`src/rtl/usart_rx_frame_ctrl.sv`:
```
`default_nettype none
// ============================================================================
// usart_rx_frame_ctrl : oversampled USART receiver, majority vote, RX FIFO
// Rev 1.0
// ============================================================================
module usart_rx_frame_ctrl #(
   parameter int DATA_W     = 9,
   parameter int OVERSAMPLE = 16,
   parameter int FIFO_DEPTH = 2,
   parameter int LVL_W      = 2
) (
   input  logic              i_fosk,
   input  logic              i_rst_n,
   input  logic              i_rxen,
   input  logic              i_rxd,
   input  logic              i_sample_en,
   input  logic [2:0]        i_ucsz,
   input  logic [1:0]        i_upm,
   input  logic              i_rd,
   output logic [DATA_W-1:0] o_data,
   output logic              o_fe,
   output logic              o_pe,
   output logic              o_dor,
   output logic              o_valid,
   output logic [LVL_W-1:0]  o_level,
   output logic              o_busy
);
   localparam int S_W   = $clog2(OVERSAMPLE);
   localparam int IDX_W = $clog2(DATA_W);
   localparam int PTR_W = $clog2(FIFO_DEPTH);
   localparam int ENT_W = DATA_W + 2;
   localparam logic [S_W-1:0] S_V0  = S_W'(OVERSAMPLE/2 - 1);
   localparam logic [S_W-1:0] S_V1  = S_W'(OVERSAMPLE/2);
   localparam logic [S_W-1:0] S_RES = S_W'(OVERSAMPLE/2 + 1);
   localparam logic [S_W-1:0] S_END = S_W'(OVERSAMPLE - 1);

   typedef enum logic [2:0] {IDLE, START, DATA, PARITY, STOP} state_t;
   state_t state, state_nx;

   logic [1:0]        sync;
   logic              rxs;
   logic [S_W-1:0]    s;
   logic              v0, v1, voted;
   logic              resolve, bit_end;
   logic [IDX_W-1:0]  bit_idx, last_idx;
   logic [DATA_W-1:0] shreg;
   logic              par, pe, par_en, par_odd;
   logic              push;

   function automatic logic [IDX_W-1:0] last_of(input logic [2:0] ucsz);
      case (ucsz)
         3'b000:  last_of = IDX_W'(4);
         3'b001:  last_of = IDX_W'(5);
         3'b010:  last_of = IDX_W'(6);
         3'b111:  last_of = IDX_W'(8);
         default: last_of = IDX_W'(7);
      endcase
   endfunction

   always_ff @(posedge i_fosk or negedge i_rst_n) begin
      if (!i_rst_n) sync <= 2'b11;
      else          sync <= {sync[0], i_rxd};
   end
   assign rxs = sync[1];

   assign voted   = (v0 & v1) | (v0 & rxs) | (v1 & rxs);
   assign resolve = i_sample_en && (s == S_RES);
   assign bit_end = i_sample_en && (s == S_END);

   always_ff @(posedge i_fosk or negedge i_rst_n) begin
      if (!i_rst_n) state <= IDLE;
      else          state <= state_nx;
   end

   always_comb begin
      state_nx = state;
      push     = 1'b0;
      if (!i_rxen) begin
         state_nx = IDLE;
      end else if (i_sample_en) begin
         case (state)
            IDLE:    if (!rxs) state_nx = START;
            START:   if (resolve && voted) state_nx = IDLE;
                     else if (bit_end)     state_nx = DATA;
            DATA:    if (bit_end && bit_idx == last_idx)
                        state_nx = par_en ? PARITY : STOP;
            PARITY:  if (bit_end) state_nx = STOP;
            STOP:    if (resolve) begin
                        state_nx = IDLE;
                        push     = 1'b1;
                     end
            default: state_nx = IDLE;
         endcase
      end
   end

   // The detecting tick counts as s=0, so the counter resumes at 1.
   always_ff @(posedge i_fosk or negedge i_rst_n) begin
      if (!i_rst_n) begin
         s <= '0; v0 <= 1'b1; v1 <= 1'b1;
         bit_idx <= '0; last_idx <= IDX_W'(7);
         shreg <= '0; par <= 1'b0; pe <= 1'b0;
         par_en <= 1'b0; par_odd <= 1'b0;
      end else if (i_rxen && i_sample_en) begin
         if (state == IDLE) begin
            if (!rxs) begin
               s        <= S_W'(1);
               bit_idx  <= '0;
               last_idx <= last_of(i_ucsz);
               shreg    <= '0;
               par      <= 1'b0;
               pe       <= 1'b0;
               par_en   <= i_upm[1];
               par_odd  <= i_upm[0];
            end
         end else begin
            s <= (s == S_END) ? '0 : s + S_W'(1);
            if (s == S_V0) v0 <= rxs;
            if (s == S_V1) v1 <= rxs;
            if (s == S_RES && state == DATA) begin
               shreg[bit_idx] <= voted;
               par            <= par ^ voted;
            end
            if (s == S_RES && state == PARITY) pe <= par ^ voted ^ par_odd;
            if (s == S_END && state == DATA) bit_idx <= bit_idx + IDX_W'(1);
         end
      end
   end

   logic [ENT_W-1:0] mem [FIFO_DEPTH];
   logic [LVL_W-1:0] wr_cnt, rd_cnt, level;
   logic [ENT_W-1:0] head;
   logic             valid, full, pop, wr_ok, ovr;

   assign level = wr_cnt - rd_cnt;
   assign valid = (level != '0);
   assign full  = (level == LVL_W'(FIFO_DEPTH));
   assign pop   = i_rd && valid;
   // A pop in the same cycle frees the slot, so a full FIFO still accepts.
   assign wr_ok = push && (!full || pop);
   assign ovr   = push && full && !pop;

   always_ff @(posedge i_fosk) begin
      if (wr_ok) mem[wr_cnt[PTR_W-1:0]] <= {shreg, ~voted, pe};
   end

   always_ff @(posedge i_fosk or negedge i_rst_n) begin
      if (!i_rst_n) begin
         wr_cnt <= '0; rd_cnt <= '0; o_dor <= 1'b0;
      end else if (!i_rxen) begin
         wr_cnt <= '0; rd_cnt <= '0; o_dor <= 1'b0;
      end else begin
         if (wr_ok) wr_cnt <= wr_cnt + LVL_W'(1);
         if (pop)   rd_cnt <= rd_cnt + LVL_W'(1);
         if (ovr)      o_dor <= 1'b1;
         else if (pop) o_dor <= 1'b0;
      end
   end

   assign head    = mem[rd_cnt[PTR_W-1:0]];
   assign o_data  = valid ? head[ENT_W-1:2] : '0;
   assign o_fe    = valid & head[1];
   assign o_pe    = valid & head[0];
   assign o_valid = valid;
   assign o_level = level;
   assign o_busy  = (state != IDLE);
endmodule
`default_nettype wire

```
`config.mk`:
```
export PLATFORM = sky130hd
export DESIGN_NAME = usart_rx_frame_ctrl
export DESIGN_NICKNAME = d
export VERILOG_FILES = /design/src/rtl/usart_rx_frame_ctrl.sv
export SDC_FILE = /design/constraint.sdc
export NUM_CORES = 1
export LEC_CHECK = 0
export CORE_ASPECT_RATIO = 1.1
export CORE_MARGIN = 2
export CORE_UTILIZATION = 39
export CTS_BUF_LIST = sky130_fd_sc_hd__clkbuf_4
export DETAILED_ROUTE_END_ITERATION = 10
export HOLD_SLACK_MARGIN = 0.03
export SYNTH_ARGS = -nofsm -noshare
export SYNTH_HDL_FRONTEND = slang
export SYNTH_SLANG_ARGS = --single-unit
```
`constraint.sdc`:
```
create_clock -name i_fosk -period 2.9 [get_ports i_fosk]
set_clock_uncertainty 0.2 [all_clocks]
set_input_delay 0.29 -clock i_fosk [delete_from_list [all_inputs] [get_ports i_fosk]]
set_output_delay 0.29 -clock i_fosk [all_outputs]
set_load 0.02 [all_outputs]
```
# Word level (Yosys, flattened, before mapping)
# Memory sizes are Yosys's and may differ from the RTL's.
# Cells that the tools add are included.
# totals
n_memories	1
output_inout_bits	16
reg_bits	37
in_bits	11
ram_bits	22
elab_cells	131
# memory_table
name	words	width	rd	rd_clocked_by_memory_dff	write_ports	line	rtl
mem	2	11	1	0	1	130	logic [ENT_W-1:0] mem [FIFO_DEPTH];
# op_classes
n_bitwise	12
n_eq_ne	23
add_sub_neg	5
mux	42
reduce_logical	31
order_cmp	2
# ops
op	n
9-bit two-way mux	4
3-bit two-way mux	9
4-bit two-way mux	6
3-bit AND reduction	6
4-bit one-hot mux with 4 select lines	1
1-bit two-way mux	15
3-bit one-hot mux with 5 select lines	1
1-bit logical AND	13
4-bit == test (second input constant)	3
3-bit != test (second input constant)	4
9-bit bitwise mux	1
3-bit by 2-bit == test with 1-bit output (second input constant)	3
4-bit by 1-bit adder with 4-bit output (second input constant)	2
2-bit two-way mux	4
2-bit nonzero test	4
3-bit by 1-bit == test with 1-bit output (second input constant)	2
3-bit == test (second input constant)	2
3-bit zero test	2
2-bit by 1-bit != test with 1-bit output (second input constant)	3
6-bit AND reduction	1
1-bit AND	5
4-bit by 5-bit less-than comparator with 1-bit output (second input constant)	1
2-bit by 1-bit adder with 2-bit output (second input constant)	2
1-bit demux with 4-bit select	1
15 further kinds	20

# Longest topological paths before layout
# Gate-level depths: netlist of run 1.
# logic_depth
word_depth	10
depth_mapped	7
depth_no_buf	6

# Least setup slack after synthesis of run 1
# No wires, ideal clock.
# synth_path
kind	register to register
startpoint	register state[0]
endpoint	memory mem[0][0] in the netlist's numbering, enable pin
required_time_ps	2322
slack_ps	491
t_arrival_ps	1830
path_stages_with_launch	6
n_path_buf	1
setup_time_ps	378
period_less_slack_ps	2409
cell_sequence	dfrtp_1 -> clkbuf_1 -> or3b_2 -> nor3_1 -> nand2_1 -> nor2_1
# synth_between
elab_chain_cells	7
# synth_lines
element	line	rtl
start: declaration	38	state_t state, state_nx;
start signal: assignment	72	else state <= state_nx;
3-bit == test	81	case (state)
1-bit two-way mux	81	
1-bit two-way mux	80	end else if (i_sample_en) begin
1-bit two-way mux	78	if (!i_rxen) begin
1-bit logical AND	140	assign wr_ok = push && (!full || pop);
1-bit two-way mux	144	if (wr_ok) mem[wr_cnt[PTR_W-1:0]] <= {shreg, ~voted, pe};
1-bit two-way mux (not written as such)	144	
end: declaration	130	
# Every way passes these cells.

# Worst setup path in the final report of run 1
# layout_path
startpoint	register wr_cnt[0]
endpoint	output o_data[8]
# layout_between
elab_chain_cells	3
# layout_lines
element	line	rtl
start: declaration	131	logic [LVL_W-1:0] wr_cnt, rd_cnt, level;
start signal: assignment	153	if (wr_ok) wr_cnt <= wr_cnt + LVL_W'(1);
2-bit subtractor	135	assign level = wr_cnt - rd_cnt;
2-bit nonzero test	136	assign valid = (level != '0);
9-bit two-way mux	161	assign o_data = valid ? head[ENT_W-1:2] : '0;
end: declaration	20	output logic [DATA_W-1:0] o_data,
# Every way passes these cells.

==> flow_summary_export.csv, run 1 <==
group,metric,value,unit
flow_run,maxCapViolCount,0,
setup_path,critical_path_class,"register to output pin",
floorplanning,pin_count,27,
synthesis,synth_common_cells,"dfrtp_1 (30), nor2_1 (24), nand2_1 (23), edfxtp_1 (22), o21ai_0 (22)",
sta,finalHoldViolCount,0,
sta,finalSetupViolations,0,
setup_path,critPathMaxStageDelay,610,ps
synthesis,synthTopCellsByArea,"dfrtp_1 (25%), edfxtp_1 (22%), dfstp_2 (6.2%)",
clocking,htreeDepth,3,
power_and_ir_drop,pwr-share-clk,0.320,
grt,track_usage,0.156,
setup_path,reg2reg_to,"mem[0][5]",
synthesis,synth_nets,290,
clocking,clock_latency,400,ps
sta,slew-limit-headroom,0.431,
clocking,root_buffer,"clkbuf_4",
grt,grt_pass1_vias,2105,
power_and_ir_drop,leakagePower,0.00158,uW
drt,remaining_drc_errors,0,
grt,grt_pass1_wl,9970,um
final_layout,stdcell_count,394,
setup_path,path_common_cell,"nor2_1",
place,dpl_cell_area,3330,um^2
clocking,cts_buffer_depth,2,
run_status,status,"finished clean",
synthesis,synth_area,2980,um^2
clocking,cts_num_sinks,59,
grt,grt_max_degree,38,
final_layout,nFillCells,716,
drt,vias,2108,
floorplanning,start_util,0.401,
power_and_ir_drop,swShare,0.303,
final_layout,area_delta_synth_final,18.3,%
setup_path,r2r-start,"state[1]",
drt,ant_nets,0,
synthesis,ys_warn_count,0,
setup_path,cp-startpoint,"wr_cnt[0]",
drt,drt_wl_total,5910,um
power_and_ir_drop,combPwrFrac,0.212,
floorplanning,die_w,87.3,um
synthesis,ys_types,56,
drt,dr.first_iter.drc_count,76,
floorplanning,design.die.area,8350,um^2
clocking,clk_pin_slew_worst_paths,110,ps
synthesis,synth-seq-cells,59,
min_path,hp-class,"primary input to register",
grt,grt_overflow,0,
synthesis,syn_area_per_cell,11.0,um^2
final_layout,final_util,0.474,
setup_path,cp_max_fo,14,
floorplanning,die_h,95.6,um
final_layout,multiInputGateArea,1270,um^2
setup_path,r2r_cells,5,
sta,slew_viol_final,0,
setup_path,slowest_stage,"clkdlybuf4s50_1",
place,place_congestion,0.886,
sta,tns,0,ps
final_layout,drive_above_1_share,0.127,
synthesis,synth_edf_count,22,
place,port-buffer-count,26,
setup_path,r2r_setup_slack,570,ps
final_layout,diodes,0,
clocking,cts_tree,"done",
synthesis,synth_top_area_cell,"dfrtp_1",
place,place_inst,377,
final_layout,seqCellArea,1600,um^2
setup_path,start_kind,"register",
synthesis,yosysMostFrequentCell,"dfrtp_1",
synthesis,ys_async_sr_fraction,0.627,
drt,vias_per_cell,5.35,
setup_path,crit_chain,"inv_1, ha_1, xor3_2, nor2_1, buf_4, nor2_1, clkdlybuf4s50_1",
sta,max_freq,0.362,GHz
drt,wl_per_cell,15.0,um
synthesis,yosysTopAreaCellShare,0.252,
grt,antenna_found_initial,0,
power_and_ir_drop,power_density,609,nW/um^2
setup_path,endpoint_kind,"output pin",
synthesis,yosysSeqAreaShare,0.536,
final_layout,fin_nets,321,
sta,rsz0062_at_grt,"no",
drt,first_pass_iters,4,
synthesis,netlist_instances,271,
setup_path,crit_arrival,2270,ps
power_and_ir_drop,ir_drop,0.255,mV
setup_path,endpoint,"o_data[8]",
setup_path,cp.required,2410,ps
final_layout,final_area,3520,um^2
power_and_ir_drop,seq_power_share,0.468,
power_and_ir_drop,power_switching,650,uW
floorplanning,rows,33,
synthesis,synthFlopType,"dfrtp_1",
sta,fin_crit,2760,ps
floorplanning,coreArea,7430,um^2
sta,worst_pin_slew,854,ps
sta,timing.final.crit_share,0.952,
clocking,numCtsBuffers,9,
place,hpwlAfterDp,4210,um
power_and_ir_drop,internal_power,1500,uW
[cells in the final DEF (no fill, tap or decap), types with 4 or more instances in the layout]
| cell type | n |
|---|---|
| nand3_1 | 6 |
| inv_1 | 12 |
| nor3_1 | 4 |
| o21ai_0 | 22 |
| buf_4 | 7 |
| ha_1 | 8 |
| dlymetal6s2s_1 | 7 |
| a21o_1 | 9 |
| xnor2_1 | 5 |
| xor2_1 | 4 |
| nand2_1 | 23 |
| clkbuf_4 | 9 |
| a22o_1 | 13 |
| mux2i_1 | 16 |
| dfrtp_1 | 30 |
| dfstp_2 | 7 |
| clkdlybuf4s50_1 | 18 |
| nor2_1 | 24 |
| edfxtp_1 | 22 |
[metal layers]
layer	GRT usage	wire length, um
met3	0.0390	188
met5	0	0
met2	0.265	2900
met4	0.0615	77
met1	0.190	2740
[cell families after synthesis]
kind of cell    share of synthesized area
simple gates                        0.142
fa+ha+maj                          0.0370
compound gates                      0.150
flops                               0.536
mux                                0.0613
xor+xnor                           0.0345
buf+inv                            0.0391
[per-stage QoR]
step / hold slack, ps / power, uW / setup slack, ps
3_5_place_dp: 147 / 1480 / 494
3_3_place_gp: 146 / 1470 / 540
2_1_floorplan: -206 / 1330 / 491
4_1_cts: 67.9 / 2170 / 38.3
6_report: 94.5 / 2150 / 139
5_1_grt: 74.9 / 2280 / 9.80
[critical path, delay by kind of cell (launching register included)]
kind	cells	cell delay, ps
fa+ha+maj	1	200
buf+inv	3	860
simple gates	2	170
xor+xnor	1	270
flops	1	390
[registers in the layout (all words and copies together), names as in the netlist, 2 cells and up]
register  flops
bit_idx       4
sync          2
state         3
mem          22
s             4
wr_cnt        2
shreg         9
rd_cnt        2
last_idx      4
[power groups by stage]
stage	Clock [uW]	Sequential [uW]	Combinational (uW)
after floorplan	0	979	347
after global placement	0	1020	452
after detailed placement	0	1020	460
after CTS	704	1000	463
after global routing	746	1020	515
final	687	1000	455
[cell type report]
| cell class | instances | area share |
|---|---|---|
| Inverter | 13 | 0.0138 |
| Multi-Input combinational cell | 185 | 0.360 |
| Timing Repair Buffer | 34 | 0.0952 |
| Tap cell | 87 | 0.0309 |
| Clock inverter | 7 | 0.0284 |
| Clock buffer | 9 | 0.0192 |
| Sequential cell | 59 | 0.453 |
[worst min-delay path by stage]
stage / endpoint / depth (start not counted) / slack [ps] / startpoint
after floorplan: bit_idx[0] / 0 / -210 / i_rst_n
after global placement: sync[1] / 0 / 150 / sync[0]
after detailed placement: sync[1] / 0 / 150 / sync[0]
after CTS: sync[0] / 1 / 70 / i_rxd
after global routing: sync[0] / 1 / 70 / i_rxd
final: sync[0] / 1 / 90 / i_rxd
[repair_timing]
action	in CTS	in global routing
endpoints found under the setup margin	0	11
setup buffers	0	0
gates resized for setup	0	8
hold buffers	1	0
hold endpoints to repair	30	0
Power figures use the tool's default switching activity.
==> run 2: changes to the inputs <==
Settings changed: TNS_END_PERCENT set to 1.
==> results of run 2 <==
Same layout as run 1: the final DEF is identical, and so are final timing and power.
